--- src/rtl/core_sequencer_if.sv ---
// Fetch and data-memory handshake bundle between the core sequencer and its memories.
// The master side is the sequencer; the slave side is the memory subsystem.
interface core_sequencer_if #(
    parameter int PC_W = 32
);
    logic            imem_req;
    logic [PC_W-1:0] imem_addr;
    logic            imem_valid;
    logic [31:0]     imem_rdata;
    logic            mem_req;
    logic            mem_we;
    logic            mem_ready;

    modport master (
        output imem_req, imem_addr, mem_req, mem_we,
        input  imem_valid, imem_rdata, mem_ready
    );

    modport slave (
        input  imem_req, imem_addr, mem_req, mem_we,
        output imem_valid, imem_rdata, mem_ready
    );
endinterface

--- src/rtl/core_sequencer.sv ---
// Multi-cycle fetch/decode/execute/mem/writeback sequencer for the core datapath.
// Owns the PC, the instruction register, both memory handshakes and the datapath strobes.
//
// state   | meaning
// FETCH   | imem_req high, waiting for imem_valid; captures IR and advances PC
// DECODE  | one idle cycle while the decoder registers IR fields
// EXECUTE | alu_en for one cycle; branches update PC here
// MEM     | mem_req high with mem_we stable, waiting for mem_ready
// WB      | reg_we for one cycle, wb_sel picks memory for loads
// HALT    | terminal, only reset leaves it; err marks a handshake timeout
module core_sequencer #(
    parameter int              PC_W        = 32,
    parameter logic [PC_W-1:0] RESET_PC    = '0,
    parameter int              MEM_TIMEOUT = 255
) (
    input  logic             i_clk,
    input  logic             i_reset,
    core_sequencer_if.master bus,
    output logic [31:0]      o_ir,
    output logic             o_alu_en,
    output logic             o_reg_we,
    output logic             o_wb_sel,
    output logic [PC_W-1:0]  o_pc,
    output logic             o_halted,
    output logic             o_err,
    output logic [2:0]       o_state
);

    typedef enum logic [2:0] {
        S_FETCH   = 3'd0,
        S_DECODE  = 3'd1,
        S_EXECUTE = 3'd2,
        S_MEM     = 3'd3,
        S_WB      = 3'd4,
        S_HALT    = 3'd7
    } state_t;

    localparam int              CNT_W    = (MEM_TIMEOUT > 1) ? $clog2(MEM_TIMEOUT + 1) : 1;
    localparam bit              TO_EN    = (MEM_TIMEOUT > 0);
    localparam logic [CNT_W-1:0] CNT_LAST = (MEM_TIMEOUT > 0) ? CNT_W'(MEM_TIMEOUT - 1) : '0;

    localparam logic [1:0] OP_DP     = 2'b00;
    localparam logic [1:0] OP_MEM    = 2'b01;
    localparam logic [1:0] OP_BRANCH = 2'b10;
    localparam logic [3:0] FUNCT_CMP = 4'b1010;

    state_t           r_state;
    logic [PC_W-1:0]  r_pc;
    logic [31:0]      r_ir;
    logic [CNT_W-1:0] r_wait_cnt;
    logic             r_err;
    logic             r_mem_we;

    state_t           w_state_nxt;
    logic [PC_W-1:0]  w_pc_nxt;
    logic [31:0]      w_ir_nxt;
    logic [CNT_W-1:0] w_wait_nxt;
    logic             w_err_nxt;
    logic             w_mem_we_nxt;

    logic [1:0]        w_op;
    logic [3:0]        w_funct;
    logic              w_timeout;
    logic signed [25:0] w_br_imm;
    logic [PC_W-1:0]   w_br_off;

    assign w_op      = r_ir[27:26];
    assign w_funct   = r_ir[24:21];
    assign w_timeout = TO_EN && (r_wait_cnt == CNT_LAST);
    assign w_br_imm  = {r_ir[23:0], 2'b00};
    // Signed cast sign-extends the word offset to the PC width before the add.
    assign w_br_off  = PC_W'(w_br_imm);

    always_ff @(posedge i_clk) begin
        if (i_reset) begin
            r_state    <= S_FETCH;
            r_pc       <= RESET_PC;
            r_ir       <= '0;
            r_wait_cnt <= '0;
            r_err      <= 1'b0;
            r_mem_we   <= 1'b0;
        end else begin
            r_state    <= w_state_nxt;
            r_pc       <= w_pc_nxt;
            r_ir       <= w_ir_nxt;
            r_wait_cnt <= w_wait_nxt;
            r_err      <= w_err_nxt;
            r_mem_we   <= w_mem_we_nxt;
        end
    end

    // Wait counter defaults to zero so it is already clear whenever FETCH or MEM is entered.
    always_comb begin
        w_state_nxt  = r_state;
        w_pc_nxt     = r_pc;
        w_ir_nxt     = r_ir;
        w_wait_nxt   = '0;
        w_err_nxt    = r_err;
        w_mem_we_nxt = r_mem_we;

        case (r_state)
            S_FETCH: begin
                if (bus.imem_valid) begin
                    w_ir_nxt    = bus.imem_rdata;
                    w_pc_nxt    = r_pc + PC_W'(4);
                    w_state_nxt = S_DECODE;
                end else if (w_timeout) begin
                    w_err_nxt   = 1'b1;
                    w_state_nxt = S_HALT;
                end else begin
                    w_wait_nxt  = r_wait_cnt + CNT_W'(1);
                end
            end
            S_DECODE: begin
                w_state_nxt = (w_op == 2'b11) ? S_HALT : S_EXECUTE;
            end
            S_EXECUTE: begin
                case (w_op)
                    OP_DP: begin
                        w_state_nxt = (w_funct == FUNCT_CMP) ? S_FETCH : S_WB;
                    end
                    OP_MEM: begin
                        w_mem_we_nxt = ~r_ir[21];
                        w_state_nxt  = S_MEM;
                    end
                    OP_BRANCH: begin
                        w_pc_nxt    = r_pc + w_br_off;
                        w_state_nxt = S_FETCH;
                    end
                    default: begin
                        w_state_nxt = S_HALT;
                    end
                endcase
            end
            S_MEM: begin
                if (bus.mem_ready) begin
                    w_state_nxt = r_ir[21] ? S_WB : S_FETCH;
                end else if (w_timeout) begin
                    w_err_nxt   = 1'b1;
                    w_state_nxt = S_HALT;
                end else begin
                    w_wait_nxt  = r_wait_cnt + CNT_W'(1);
                end
            end
            S_WB: begin
                w_state_nxt = S_FETCH;
            end
            S_HALT: begin
                w_state_nxt = S_HALT;
            end
            default: begin
                w_state_nxt = S_FETCH;
            end
        endcase
    end

    assign bus.imem_req  = (r_state == S_FETCH);
    assign bus.imem_addr = r_pc;
    assign bus.mem_req   = (r_state == S_MEM);
    assign bus.mem_we    = (r_state == S_MEM) & r_mem_we;

    assign o_ir     = r_ir;
    assign o_alu_en = (r_state == S_EXECUTE);
    assign o_reg_we = (r_state == S_WB);
    assign o_wb_sel = (r_state == S_WB) & (w_op == OP_MEM);
    assign o_pc     = r_pc;
    assign o_halted = (r_state == S_HALT);
    assign o_err    = r_err;
    assign o_state  = r_state;

endmodule
--- src/flat_wrapper.sv ---
// flat-port wrapper written by rule: the top's interface ports become plain ports
module core_sequencer_flat 
#(
    parameter int              PC_W        = 32,
    parameter logic [PC_W-1:0] RESET_PC    = '0,
    parameter int              MEM_TIMEOUT = 255
)
  (i_clk, i_reset, o_ir, o_alu_en, o_reg_we, o_wb_sel, o_pc, o_halted, o_err, o_state, bus_imem_req, bus_imem_addr, bus_mem_req, bus_mem_we, bus_imem_valid, bus_imem_rdata, bus_mem_ready);
  core_sequencer_if #(.PC_W(PC_W)) bus_i ();
  input  logic i_clk;
  input  logic i_reset;
  output logic [31:0] o_ir;
  output logic o_alu_en;
  output logic o_reg_we;
  output logic o_wb_sel;
  output logic [PC_W-1:0] o_pc;
  output logic o_halted;
  output logic o_err;
  output logic [2:0] o_state;
  output wire logic [$bits(bus_i.imem_req)-1:0] bus_imem_req;
  output wire logic [$bits(bus_i.imem_addr)-1:0] bus_imem_addr;
  output wire logic [$bits(bus_i.mem_req)-1:0] bus_mem_req;
  output wire logic [$bits(bus_i.mem_we)-1:0] bus_mem_we;
  input wire logic [$bits(bus_i.imem_valid)-1:0] bus_imem_valid;
  input wire logic [$bits(bus_i.imem_rdata)-1:0] bus_imem_rdata;
  input wire logic [$bits(bus_i.mem_ready)-1:0] bus_mem_ready;
  assign bus_imem_req = bus_i.imem_req;
  assign bus_imem_addr = bus_i.imem_addr;
  assign bus_mem_req = bus_i.mem_req;
  assign bus_mem_we = bus_i.mem_we;
  assign bus_i.imem_valid = bus_imem_valid;
  assign bus_i.imem_rdata = bus_imem_rdata;
  assign bus_i.mem_ready = bus_mem_ready;
  core_sequencer #(.PC_W(PC_W), .RESET_PC(RESET_PC), .MEM_TIMEOUT(MEM_TIMEOUT)) u_core (.i_clk(i_clk), .i_reset(i_reset), .bus(bus_i), .o_ir(o_ir), .o_alu_en(o_alu_en), .o_reg_we(o_reg_we), .o_wb_sel(o_wb_sel), .o_pc(o_pc), .o_halted(o_halted), .o_err(o_err), .o_state(o_state));
endmodule
--- config.mk ---
export PLATFORM = sky130hd
export DESIGN_NAME = core_sequencer_flat
export DESIGN_NICKNAME = d
export VERILOG_FILES = /design/src/rtl/core_sequencer_if.sv /design/src/rtl/core_sequencer.sv /design/src/flat_wrapper.sv
export SDC_FILE = /design/constraint.sdc
export NUM_CORES = 1
export LEC_CHECK = 0
export ABC_AREA = 1
export CAP_MARGIN = 30
export CORE_UTILIZATION = 45
export CTS_BUF_LIST = sky130_fd_sc_hd__clkbuf_4 sky130_fd_sc_hd__clkbuf_8
export DETAILED_ROUTE_END_ITERATION = 10
export GPL_TIMING_DRIVEN = 0
export HOLD_SLACK_MARGIN = 0.06
export MAX_ROUTING_LAYER = met4
export PLACE_DENSITY = 0.75
export SLEW_MARGIN = 5
export SYNTH_ARGS = -nofsm -noshare
export SYNTH_HDL_FRONTEND = slang
export SYNTH_SLANG_ARGS = --single-unit
--- constraint.sdc ---
create_clock -name i_clk -period 2.8 [get_ports i_clk]
set_input_delay 0.28 -clock i_clk [delete_from_list [all_inputs] [get_ports i_clk]]
set_output_delay 0.28 -clock i_clk [all_outputs]
set_load 0.1 [all_outputs]
==> results.toml, run 1 <==
[power]
ir_drop_mv = 0.964
p_leak_nw = 3.80
powerDensity_nw_per_um2 = 1230

[clocking]
cts_hold_buffers = 0
htreeDepth = 3
cts_tree = "done"
cts_buffer_depth = 2
numCtsBuffers = 9
path_clk_slew_ns = 0.08
cts_root_buf = "clkbuf_8"
clock_latency_ns = 0.37
cts_sinks = 75

[sta]
finalHoldViolCount = 0
timing.final.crit_share_pct = 95.3
period_minus_slack_ns = 2.67
fmax_mhz = 375
hold_ws_ns = 0.261
clock_skew_ns = 0.0109
setup_viol = 0
maxSlewViolCount = 0
worst_pin_slew_ns = 1.01
fin_ws_ns = 0.131
relSlewSlack_pct = 32.2
rsz0062_at_grt = "true"

[logic_synthesis]
yosys.area.top_type = "dfxtp_1"
async_reset_ff_share_pct = 0
synth.top_cell.area_share_pct = 27.2
synth_seq_cells = 75
synth.most_common_cell = "nand2_1"
synth_edf_count = 0
netlist_area_um2 = 5530
ys_warn_count = 0
synth_cells = 894
synthTopCellsByCount = "nand2_1, inv_1, nor2_1"
ys_seq_area_share_pct = 27.2
yosysUniqueCellTypes = 39
avgSynthCellArea_um2 = 6.18
synth-main-ff-cell = "dfxtp_1"
synth.area.top_cells = "dfxtp_1, nand2_1, inv_1, ha_1, nor2_1"

[detailed_routing]
antenna_left = 0
drt_pre_antenna_iters = 5
postRouteWirelength_um = 16600
drc = 0
routed_via_density = 4.89
vias = 5863
first_iter_violations = 405
routedWlPerCell_um = 13.8

[cells_and_area]
n_fill_cell = 1139
antenna_cells = 0
finalCoreUtilization_pct = 65.1
nNetsFinal = 1121
drive_above_1_share_pct = 15.7
finalInstanceArea_um2 = 7820
area_growth_pct = 41.5

[global_route]
grt_usage_pct = 27.3
grt_pass1_wl_um = 26000
grt_max_degree = 14
grt_pass1_vias = 5258
antenna_found_initial = 0
grt-ovfl-total = 0

[floorplan]
io_pins = 143
core.rowCount = 40
design.core.area_um2 = 12000
die-height_um = 113
start_util_pct = 46.0
die_area_um2 = 12700
die_x_um = 113

[critical_path]
critPathMaxFanout = 9
end_kind = "flip-flop"
criticalPathCategory = "reg2reg"
start_kind = "flip-flop"
arrival_ns = 2.94
cp_data_required_time_ns = 3.07

[placed_design]
dpl_worst_slack_ns = 0.179
gp_congestion = 0.929
io_buffers = 137
dpl.hpwl_um = 13100
place_area_um2 = 7510

[min_path]
hold_path.class = "in2reg"

[status]
status = "complete, no violations"

[run]
cap_violations = 0
[worst max-delay path: stages (launching register included)]
cell and delay [ns]:
dfxtp_4 0.35, buf_4 0.17, nor3_4 0.27, nand2_1 0.14, ha_2 0.25, fa_2 0.40, nand3_2 0.11, nand3_4 0.13
a21oi_4 0.23, nor2_1 0.07, nor2_2 0.15, nor2_1 0.05, nor2_1 0.09, nand2_1 0.06, nand2_1 0.05, inv_1 0.03
[cell type report]
type | count | area, um^2 | area share (%)
Multi-Input combinational cell | 599 | 3450 | 44.1
Sequential cell | 75 | 1510 | 19.3
Timing Repair Buffer | 140 | 1420 | 18.1
Inverter | 168 | 633 | 8.09
Buffer | 55 | 405 | 5.18
Tap cell | 147 | 184 | 2.35
Clock buffer | 11 | 139 | 1.78
Clock inverter | 5 | 85.1 | 1.09
[final timing paths]
check / from / to / slack [ns] / depth (start not counted)
setup / recovery: u_core.o_state[0] / u_core.bus.imem_addr[18] / 0.13 / 15
hold / removal: i_reset / u_core.o_err / 0.26 / 2
setup reg to reg: u_core.o_state[0] / u_core.bus.imem_addr[18] / 0.13 / 15
hold reg to reg: u_core.o_ir[0] / u_core.o_ir[0] / 0.47 / 2
[per-layer routing]
layer	global-route usage [%]	routed length (um)	vias to the layer above
li1	-	-	3054
met1	34.1	7680	2612
met2	44.8	7760	182
met3	5.84	965	15
met4	6.58	172	0
met5	-	0	-
[kinds of logic (layout without fill, tap and decap cells)]
kind of cell | count (synthesis) | after routing | synth area share [%]
simple gates | 411 | 411 | 31.0
buf+inv | 223 | 379 | 18.2
compound gates | 134 | 134 | 13.0
flops | 75 | 75 | 27.2
fa+ha+maj | 37 | 37 | 8.51
xor+xnor | 13 | 13 | 2.06
other cells | 1 | 4 | 0.0678
[sequential cells by signal (all words and copies together) (netlist names)]
register              flops
u_core.r_wait_cnt         8
u_core.o_ir              32
u_core.r_mem_we           1
u_core.bus.imem_addr     30
u_core.o_state            3
u_core.o_err              1
[cells in the final DEF, fill, tap and decap left out, types with 9 or more instances in the layout]
master,Yosys,routed
nand2_2,3,23
nor2_1,96,79
nand3_2,0,10
clkdlybuf4s50_1,0,135
a21oi_2,0,9
nand2_1,235,214
ha_4,0,10
a21oi_1,61,50
nor2_2,2,11
nand3_1,51,40
ha_1,36,25
buf_4,37,39
inv_1,164,162
o21ai_0,46,45
clkbuf_8,0,10
dfxtp_1,75,72
[report_power, final]
group          leakage (nW)  internal [mW]  total [mW]  switching (mW)
registers             0.619           1.40        1.73           0.337
logic                  3.07           1.79        6.90            5.12
clock network         0.111          0.527       0.983           0.456
total                  3.80           3.71        9.62            5.91
[what timing repair did]
| action | CTS | global route |
|---|---|---|
| setup endpoints to repair | 0 | 11 |
| resized for setup | 0 | 16 |
| setup buffers | 0 | 2 |
[metrics by stage]
step	total power, mW	TNS [ns]	cells
3_5_place_dp	8.59	0	1182
2_1_floorplan	7.09	-8.00	897
4_1_cts	9.59	0	1198
6_report	9.62	0	1200
3_3_place_gp	8.53	0	1181
5_1_grt	10.0	-0.100	1200
Note: power is estimated with default switching activity, not from simulation.
==> run 2, diff against run 1 <==
Settings changed: REMOVE_ABC_BUFFERS from default to 1.
==> run 2 against run 1 <==
  * Die area is the same
  * Critical path depth shrank 11
  * Setup slack gained 0.023 ns
  * First-iteration DRC count shrank 20%
  * Maximum frequency grew 0.87%
  * Final cell count shrank 3.4%
  * Highest routed layer unchanged
==> results.toml, run 2 (synthesis gave the netlist of run 1 again) <==
[cells_and_area]
antenna_cells = 0
area_growth_pct = 30.3
mostFrequentLayoutCells = "nand2_1, inv_1, clkdlybuf4s50_1"
regArea_um2 = 1510
drive_above_1_share_pct = 7.02
finalInstanceArea_um2 = 7200
nNetsFinal = 1080
mostFrequentLayoutCell = "nand2_1"
n_fill_cell = 1182
largest_reg_flops = 32
multiInputGateArea_um2 = 3080

[sta]
hold_ws_ns = 0.447
maxSlewViolCount = 0
fmax_mhz = 378
relSlewSlack_pct = 32.5
rsz0062_at_grt = "true"
setup_viol = 0
timing.final.crit_share_pct = 94.5
period_minus_slack_ns = 2.65
finalHoldViolCount = 0
worst_pin_slew_ns = 1.01
clock_skew_ns = 0.0106

[clocking]
clock_latency_ns = 0.38
htreeDepth = 3
cts_sinks = 75
cts_tree = "done"
cts_buffer_depth = 2
numCtsBuffers = 9
path_clk_slew_ns = 0.09
cts_hold_buffers = 0
cts_root_buf = "clkbuf_8"

[run]
cap_violations = 0

[global_route]
grt_max_degree = 60
grt_usage_pct = 24.1
grt_pass1_vias = 5044
grt-ovfl-total = 0
grt_pass1_wl_um = 23800
antenna_found_initial = 0

[floorplan]
io_pins = 143
die_area_um2 = 12700
die-height_um = 113
design.core.area_um2 = 12000
core.rowCount = 40
die_x_um = 113
start_util_pct = 46.0

[placed_design]
dpl.hpwl_um = 10700
place_area_um2 = 6750
io_buffers = 138
gp_congestion = 0.914

[critical_path]
end_kind = "output port"
critPathMaxFanout = 6
rrSetupSlack_ns = 0.21
arrival_ns = 2.37
start_kind = "flip-flop"
crit_path_start = "u_core.o_state[2]"
r2r-start = "u_core.o_state[1]"
cp_data_required_time_ns = 2.52
criticalPathCategory = "reg2out"

[status]
status = "complete, no violations"

[detailed_routing]
drc = 0
routedWlPerCell_um = 12.4
postRouteWirelength_um = 14400
antenna_left = 0
routed_via_density = 4.88
vias = 5660
drt_pre_antenna_iters = 8
first_iter_violations = 325

[min_path]
hp-start = "bus_imem_rdata[30]"
hold_path.class = "in2reg"
run 2: worst max-delay path, stage by stage (launching register included):
cell and delay, ns:
dfxtp_4 0.39, buf_4 0.14, inv_1 0.10, nor2_1 0.20, clkdlybuf4s50_1 1.16
run 2: metal layers:
| layer | vias to the layer above | part of all wire, % | global-route usage (%) |
|---|---|---|---|
| met2 | 146 | 46 | 38.0 |
| met1 | 2530 | 47 | 30.8 |
| met5 | - | 0 | - |
| li1 | 2962 | - | - |
| met4 | 0 | 2.3 | 9.33 |
| met3 | 22 | 4.9 | 4.28 |
run 2: per-stage QoR:
stage / cells / utilization (%) / TNS (ns) / setup WS (ns)
floorplan: 842 / - / -44.91 / -1.77
global placement: 1127 / 56.0 / -6.35 / -0.519
detailed placement: 1128 / 56.2 / -6.82 / -0.526
CTS: 1154 / 59.2 / 0 / 0.0172
global route: 1159 / 60.0 / -0.0948 / -0.0369
finish: 1159 / 60.0 / 0 / 0.154
run 2: path summary, 6_finish.rpt:
kind / end / depth (start not counted)
setup / recovery: o_halted / 4
hold / removal: u_core.o_ir[30] / 3
setup reg to reg: u_core.bus.imem_addr[21] / 17
hold reg to reg: u_core.o_ir[25] / 2
run 2: area by class of cell:
class	instances	area share, %
clock buffer	10	1.91
clock inverter	6	1.65
inverter	168	8.81
multi-input combinational	599	42.7
sequential	75	21.0
tap	147	2.55
timing repair buffer	153	21.2
timing repair inverter	1	0.104
run 2: timing repair:
item | in CTS | in global routing
setup endpoints to repair | 29 | 23
gates resized for setup | 8 | 19
setup buffers | 9 | 4
gates cloned | 1 | 0
pin swaps | 1 | 6
Power of run 2 is left out: the tool's default activity adds up to more than one toggle a clock period on the data nets, which glitch-free logic cannot reach.
